--- src/rtl/id_stage.sv ---
// ---------------------------------------------------------------------------
// id_stage
//   Instruction-decode stage of a 5-stage MIPS pipeline. Holds the IF/ID
//   latch, reads a 32x32 register file written by WB (with write-through
//   bypass), decodes the opcode into control bits and registers the result
//   into the ID/EX latch. Detects load-use hazards (one-cycle stall plus a
//   bubble) and honours a taken-branch flush from EX, which squashes both
//   latches.
//
// Ports
//   clk, rst          rising-edge clock, asynchronous active-high reset
//   if_instruction    instruction word from IF
//   if_pc_plus4       PC+4 of that instruction
//   if_valid          IF output holds a real instruction
//   flush             taken branch in EX; squash IF/ID and ID/EX
//   wb_we/addr/data   register-file write port
//   stall             combinational; IF must hold PC and instruction
//   id_*              ID/EX latch contents (decoded instruction + operands)
// ---------------------------------------------------------------------------
module id_stage #(
  parameter int DATA_W   = 32,
  parameter bit RF_CLEAR = 1'b1
) (
  input  logic              clk,
  input  logic              rst,
  input  logic [31:0]       if_instruction,
  input  logic [31:0]       if_pc_plus4,
  input  logic              if_valid,
  input  logic              flush,
  input  logic              wb_we,
  input  logic [4:0]        wb_addr,
  input  logic [DATA_W-1:0] wb_data,
  output logic              stall,
  output logic              id_valid,
  output logic [5:0]        id_opcode,
  output logic [5:0]        id_funct,
  output logic [DATA_W-1:0] id_rs_data,
  output logic [DATA_W-1:0] id_rt_data,
  output logic [31:0]       id_imm,
  output logic [4:0]        id_dest,
  output logic              id_reg_write,
  output logic              id_mem_read,
  output logic              id_mem_write,
  output logic              id_branch,
  output logic [31:0]       id_pc_plus4
);

  localparam logic [5:0] OP_RTYPE = 6'h00;
  localparam logic [5:0] OP_LW    = 6'h23;
  localparam logic [5:0] OP_SW    = 6'h2B;
  localparam logic [5:0] OP_ADDI  = 6'h08;
  localparam logic [5:0] OP_BEQ   = 6'h04;

  // IF/ID latch
  logic [31:0] ifid_instr;
  logic [31:0] ifid_pc_plus4;
  logic        ifid_valid;

  // Register file
  logic [DATA_W-1:0] rf [32];

  // Fields of the instruction sitting in IF/ID
  logic [5:0]  dec_opcode;
  logic [4:0]  dec_rs;
  logic [4:0]  dec_rt;
  logic [4:0]  dec_rd;
  logic [5:0]  dec_funct;
  logic [31:0] dec_imm;

  assign dec_opcode = ifid_instr[31:26];
  assign dec_rs     = ifid_instr[25:21];
  assign dec_rt     = ifid_instr[20:16];
  assign dec_rd     = ifid_instr[15:11];
  assign dec_funct  = ifid_instr[5:0];
  assign dec_imm    = {{16{ifid_instr[15]}}, ifid_instr[15:0]};

  // Decoded controls
  logic [4:0] dec_dest;
  logic       dec_reg_write;
  logic       dec_mem_read;
  logic       dec_mem_write;
  logic       dec_branch;

  // Destination is reported as 0 for instructions that write no register,
  // so the hazard compare never matches on a stale field.
  always_comb begin
    dec_dest      = 5'd0;
    dec_reg_write = 1'b0;
    dec_mem_read  = 1'b0;
    dec_mem_write = 1'b0;
    dec_branch    = 1'b0;
    case (dec_opcode)
      OP_RTYPE: begin
        dec_dest      = dec_rd;
        dec_reg_write = 1'b1;
      end
      OP_LW: begin
        dec_dest      = dec_rt;
        dec_reg_write = 1'b1;
        dec_mem_read  = 1'b1;
      end
      OP_SW: begin
        dec_mem_write = 1'b1;
      end
      OP_ADDI: begin
        dec_dest      = dec_rt;
        dec_reg_write = 1'b1;
      end
      OP_BEQ: begin
        dec_branch = 1'b1;
      end
      default: ;
    endcase
  end

  // Register-file reads: r0 hardwired to zero, same-cycle WB write bypassed.
  logic [DATA_W-1:0] rs_read;
  logic [DATA_W-1:0] rt_read;

  always_comb begin
    rs_read = '0;
    if (dec_rs != 5'd0) begin
      if (wb_we && (wb_addr == dec_rs)) rs_read = wb_data;
      else                              rs_read = rf[dec_rs];
    end
  end

  always_comb begin
    rt_read = '0;
    if (dec_rt != 5'd0) begin
      if (wb_we && (wb_addr == dec_rt)) rt_read = wb_data;
      else                              rt_read = rf[dec_rt];
    end
  end

  // Register-file write port. The reset flavour is chosen at elaboration;
  // with RF_CLEAR=0 reset leaves stored values untouched.
  generate
    if (RF_CLEAR) begin : g_rf_clear
      always_ff @(posedge clk or posedge rst) begin
        if (rst) begin
          for (int i = 0; i < 32; i++) rf[i] <= '0;
        end else if (wb_we && (wb_addr != 5'd0)) begin
          rf[wb_addr] <= wb_data;
        end
      end
    end else begin : g_rf_keep
      always_ff @(posedge clk) begin
        if (wb_we && (wb_addr != 5'd0)) rf[wb_addr] <= wb_data;
      end
    end
  endgenerate

  // Load-use hazard: the load in ID/EX targets a source of the instruction
  // in IF/ID. Once the bubble reaches ID/EX, id_valid drops and the stall
  // releases, so each load stalls for at most one cycle. Flush and reset
  // both override it.
  assign stall = ~rst & ~flush & id_valid & id_mem_read & (id_dest != 5'd0) &
                 ifid_valid & ((id_dest == dec_rs) | (id_dest == dec_rt));

  // IF/ID latch
  always_ff @(posedge clk or posedge rst) begin
    if (rst) begin
      ifid_instr    <= '0;
      ifid_pc_plus4 <= '0;
      ifid_valid    <= 1'b0;
    end else if (flush) begin
      ifid_instr    <= '0;
      ifid_pc_plus4 <= '0;
      ifid_valid    <= 1'b0;
    end else if (!stall) begin
      ifid_instr    <= if_instruction;
      ifid_pc_plus4 <= if_pc_plus4;
      ifid_valid    <= if_valid;
    end
  end

  // ID/EX latch. Every non-instruction slot (flush, stall bubble, or an
  // IF/ID bubble) is loaded as all zeros, not only its controls.
  logic load_bubble;
  assign load_bubble = flush | stall | ~ifid_valid;

  always_ff @(posedge clk or posedge rst) begin
    if (rst) begin
      id_valid     <= 1'b0;
      id_opcode    <= '0;
      id_funct     <= '0;
      id_rs_data   <= '0;
      id_rt_data   <= '0;
      id_imm       <= '0;
      id_dest      <= '0;
      id_reg_write <= 1'b0;
      id_mem_read  <= 1'b0;
      id_mem_write <= 1'b0;
      id_branch    <= 1'b0;
      id_pc_plus4  <= '0;
    end else if (load_bubble) begin
      id_valid     <= 1'b0;
      id_opcode    <= '0;
      id_funct     <= '0;
      id_rs_data   <= '0;
      id_rt_data   <= '0;
      id_imm       <= '0;
      id_dest      <= '0;
      id_reg_write <= 1'b0;
      id_mem_read  <= 1'b0;
      id_mem_write <= 1'b0;
      id_branch    <= 1'b0;
      id_pc_plus4  <= '0;
    end else begin
      id_valid     <= 1'b1;
      id_opcode    <= dec_opcode;
      id_funct     <= dec_funct;
      id_rs_data   <= rs_read;
      id_rt_data   <= rt_read;
      id_imm       <= dec_imm;
      id_dest      <= dec_dest;
      id_reg_write <= dec_reg_write;
      id_mem_read  <= dec_mem_read;
      id_mem_write <= dec_mem_write;
      id_branch    <= dec_branch;
      id_pc_plus4  <= ifid_pc_plus4;
    end
  end

endmodule

--- config.mk ---
export PLATFORM = sky130hd
export DESIGN_NAME = id_stage
export DESIGN_NICKNAME = d
export VERILOG_FILES = /design/src/rtl/id_stage.sv
export SDC_FILE = /design/constraint.sdc
export NUM_CORES = 2
export LEC_CHECK = 0
export CAP_MARGIN = 25
export CORE_MARGIN = 2
export CORE_UTILIZATION = 35
export DETAILED_ROUTE_END_ITERATION = 6
export RECOVER_POWER = 50
export SLEW_MARGIN = 0
export SYNTH_ARGS = -nofsm -noshare
export SYNTH_HDL_FRONTEND = slang
export SYNTH_SLANG_ARGS = --single-unit
--- constraint.sdc ---
create_clock -name clk -period 50.8 [get_ports clk]
set_input_delay 5.08 -clock clk [delete_from_list [all_inputs] [get_ports clk]]
set_output_delay 5.08 -clock clk [all_outputs]
set_load 0.005 [all_outputs]
==> impl_metrics.csv <==
group,metric,value,unit
power,p_per_area,38.79,nW/um^2
clocking,ctsHoldBuffers,0,
sta,period_minus_slack,13680,ps
sta,rsz0062_at_grt,"no",
critical_path,worstSetupStartpointType,"input port",
clocking,post_cts_buffers,0,
yosys,async_reset_ff_share,100.0,%
sta,fin_skew,43.77,ps
yosys,yosys_warnings,0,
critical_path,cp_max_fo,66,
yosys,synth_top_family_by_area,"multiplexers",
critical_path,r2r_end,"id_rs_data[17]",
yosys,synth_fa_ha_area_share,0,%
yosys,syn-cell-area,61740,sq um
route,vias_per_cell,5.776,
power,p_leak,29.91,nW
critical_path,required,45720,ps
sta,fin_crit_sh,26.94,%
min_path,hold_path_class,"register to register",
sta,fmax,73.08,MHz
yosys,synth_xor_area_share,0.2837,%
critical_path,r2r_setup_slack,45720,ps
yosys,synth_most_common_cell,"dfrtp_1",
clocking,cts_tree,"done",
yosys,synth_compound_area_share,2.821,%
finish,seq_area,30490,sq um
finish,multi_input_area,29200,sq um
sta,tightest_slew,5467,ps
sta,setup_violations,0,
route,wl,187800,um
clocking,clk_latency,800,ps
min_path,hold_start,"rf[1021]",
critical_path,criticalPathCategory,"input port to output port",
clocking,cts-root-buf,"clkbuf_16",
floorplanning,initial_utilization,35.13,%
critical_path,end_kind,"output port",
yosys,syn-instance-count,4135,
finish,fill_cells,16126,
critical_path,slowest_delay,1280,ps
yosys,synthFlopType,"dfrtp_1",
run_status,failed_checks,"capacitance limit, slew limit",
yosys,synth_top_area_cell,"dfrtp_1",
critical_path,crit_chain,"dlygate4sd3_1, inv_1, nand2_1, nor4_1, and2_2, clkdlybuf4s50_1",
min_path,holdPathStages,0,
critical_path,r2r_start,"id_dest[2]",
route,ant_nets,0,
critical_path,r2r_cells,7,
finish,syn2layout_area_growth,15.32,%
sta,maxSlewHeadroom,-264.5,%
yosys,synth_edf_count,0,
power,vdd_drop_max,0.03897,mV
yosys,yosysUniqueCellTypes,46,
route,vias,38294,
global_routing,grt_max_degree,178,
route,avgRoutedWirePerCell,28.33,um
clocking,clk_path_buf_depth,3,
clocking,htreeDepth,4,
global_routing,grt_pass1_vias,39921,
finish,nets,4280,
floorplanning,rows,154,
yosys,synth_mux_area_share,40.45,%
placement,detailed_place_hpwl,107200,um
placement,numPortBuffers,256,
yosys,syn_avg_cell_area,14.93,sq um
floorplanning,ios,257,
min_path,hold_end,"rf[1021]",
yosys,synth-seq-area-share,49.33,%
clocking,clock_sinks,1217,
floorplanning,die_h,424.0,um
clocking,cts_buffers,139,
route,dr.pass1.iters,5,
finish,final_core_util,40.52,%
global_routing,antenna_found_initial,8,
floorplanning,die_w,424.0,um
clocking,post_cts_resized,0,
run_status,status,"finished, violations left",
route,drc_errors,0,
yosys,ys_ff_latch,1217,
flow_run,drv_cap,37,
yosys,synthTopCellsByArea,"dfrtp_1 49%, mux4_2 20%, mux2_2 18%",
floorplanning,coreArea,175700,sq um
yosys,synth_nets,4241,
placement,place_congestion,0.7814,
clocking,clk_pin_slew_worst_paths,50,ps
finish,drive_gt1_share,44.07,%
global_routing,grt_usage,20.86,%
critical_path,critPathSlowestCell,"inv_1",
sta,hold_viol_final,0,
floorplanning,die_area,179800,sq um
global_routing,grt_first_pass_wirelength,277200,um
route,drt_iter0_markers,2943,
yosys,synthTopCellsByCount,"1217 x dfrtp_1, 993 x mux2_2, 540 x mux4_2",
sta,slew_violations,1128,
sta,tns,0,ps
yosys,synth-simple-area-share,3.557,%
yosys,synth.top_cell.area_share,49.33,%
global_routing,overflow,0,
critical_path,arrival,8600,ps
==> cell families after synthesis <==
family	after synthesis
mux	1696
flops	1217
buf+inv	495
simple gates	470
compound gates	237
xor+xnor	20
==> layout by cell type, fill, tap and decap left out, types with 7 or more instances in the layout <==
cell type,netlist,routed
nand2_1,119,111
o21ai_0,94,94
a2111oi_0,62,60
inv_6,0,7
buf_4,30,79
dlygate4sd3_1,0,154
nand2_2,0,8
bufinv_16,0,11
o311a_1,30,30
xnor2_1,12,12
nor2_1,151,148
clkbuf_16,0,146
clkdlybuf4s50_1,0,102
mux4_2,540,540
dfrtp_4,0,8
mux2_2,993,991
nor4_1,36,34
clkinv_2,0,13
buf_16,0,8
dfrtp_1,1217,1208
mux2i_1,163,163
nand3_1,71,69
clkbuf_1,300,65
clkbuf_8,0,31
and2_1,56,54
xor2_1,8,8
buf_12,0,9
a221oi_1,30,30
==> worst max-delay path, delay by kind of cell <==
| family | cells | cell delay, ps |
|---|---|---|
| buf+inv | 3 | 2400 |
| simple gates | 3 | 1080 |
==> power by group <==
| part | switching (W) | internal, W | total [W] | leakage [nW] |
|---|---|---|---|---|
| clock | 0.000420 | 0.000617 | 0.00104 | 2.31 |
| sequential | 0.000115 | 0.00113 | 0.00124 | 15.7 |
| combinational | 0.000185 | 0.000296 | 0.000480 | 11.9 |
| total | 0.000719 | 0.00204 | 0.00276 | 29.9 |
==> metrics by stage <==
step | cells | power [W] | hold WS [ps] | worst slack, ps | instance area [sq um]
after global placement | 6349 | 0.001717 | 377.1 | 37250 | 66240
final | 6630 | 0.002762 | 396.2 | 37120 | 71200
after floorplan | 4135 | 0.001605 | 441.3 | 11430 | 61740
after CTS | 6613 | 0.002784 | 396.2 | 37940 | 71190
after global routing | 6627 | 0.002880 | 408.6 | 36490 | 71190
after detailed placement | 6360 | 0.001740 | 383.3 | 37970 | 66470
==> per-layer routing <==
layer  global-route usage (%)  routed length (um)  part of all wire (%)  vias to the layer above
li1                         -                   -                     -                    15850
met1                    27.46               78470                    42                    20832
met2                    34.86               92480                    49                     1273
met3                    3.301               10260                   5.5                      339
met4                    7.461                6596                   3.5                        0
met5                        0                   0                     0                        -
==> worst max path at each step <==
stage	from	endpoint	cells after the start
3_3_place_gp	flush	stall	6
3_5_place_dp	flush	stall	6
2_1_floorplan	rst	id_branch	1
5_1_grt	rst	rf[189]	6
4_1_cts	flush	stall	6
6_report	flush	stall	6
==> state kept, by name, summed over array words and instances (netlist names), 5 cells and up <==
name / cells
id_rs_data: 32
ifid_instr: 32
id_imm: 16
id_dest: 5
id_rt_data: 32
rf: 1024
ifid_pc_plus4: 32
id_pc_plus4: 32
id_opcode: 6
==> cell type report <==
cell class / count / share of cell area [%]
Antenna cell: 4 / 0.01406
Clock buffer: 209 / 5.750
Clock inverter: 44 / 0.8839
Inverter: 4 / 0.02636
Multi-Input combinational cell: 2423 / 41.01
Sequential cell: 1217 / 42.82
Tap cell: 2340 / 4.112
Timing Repair Buffer: 389 / 5.388
(Power assumes the default switching activity.)
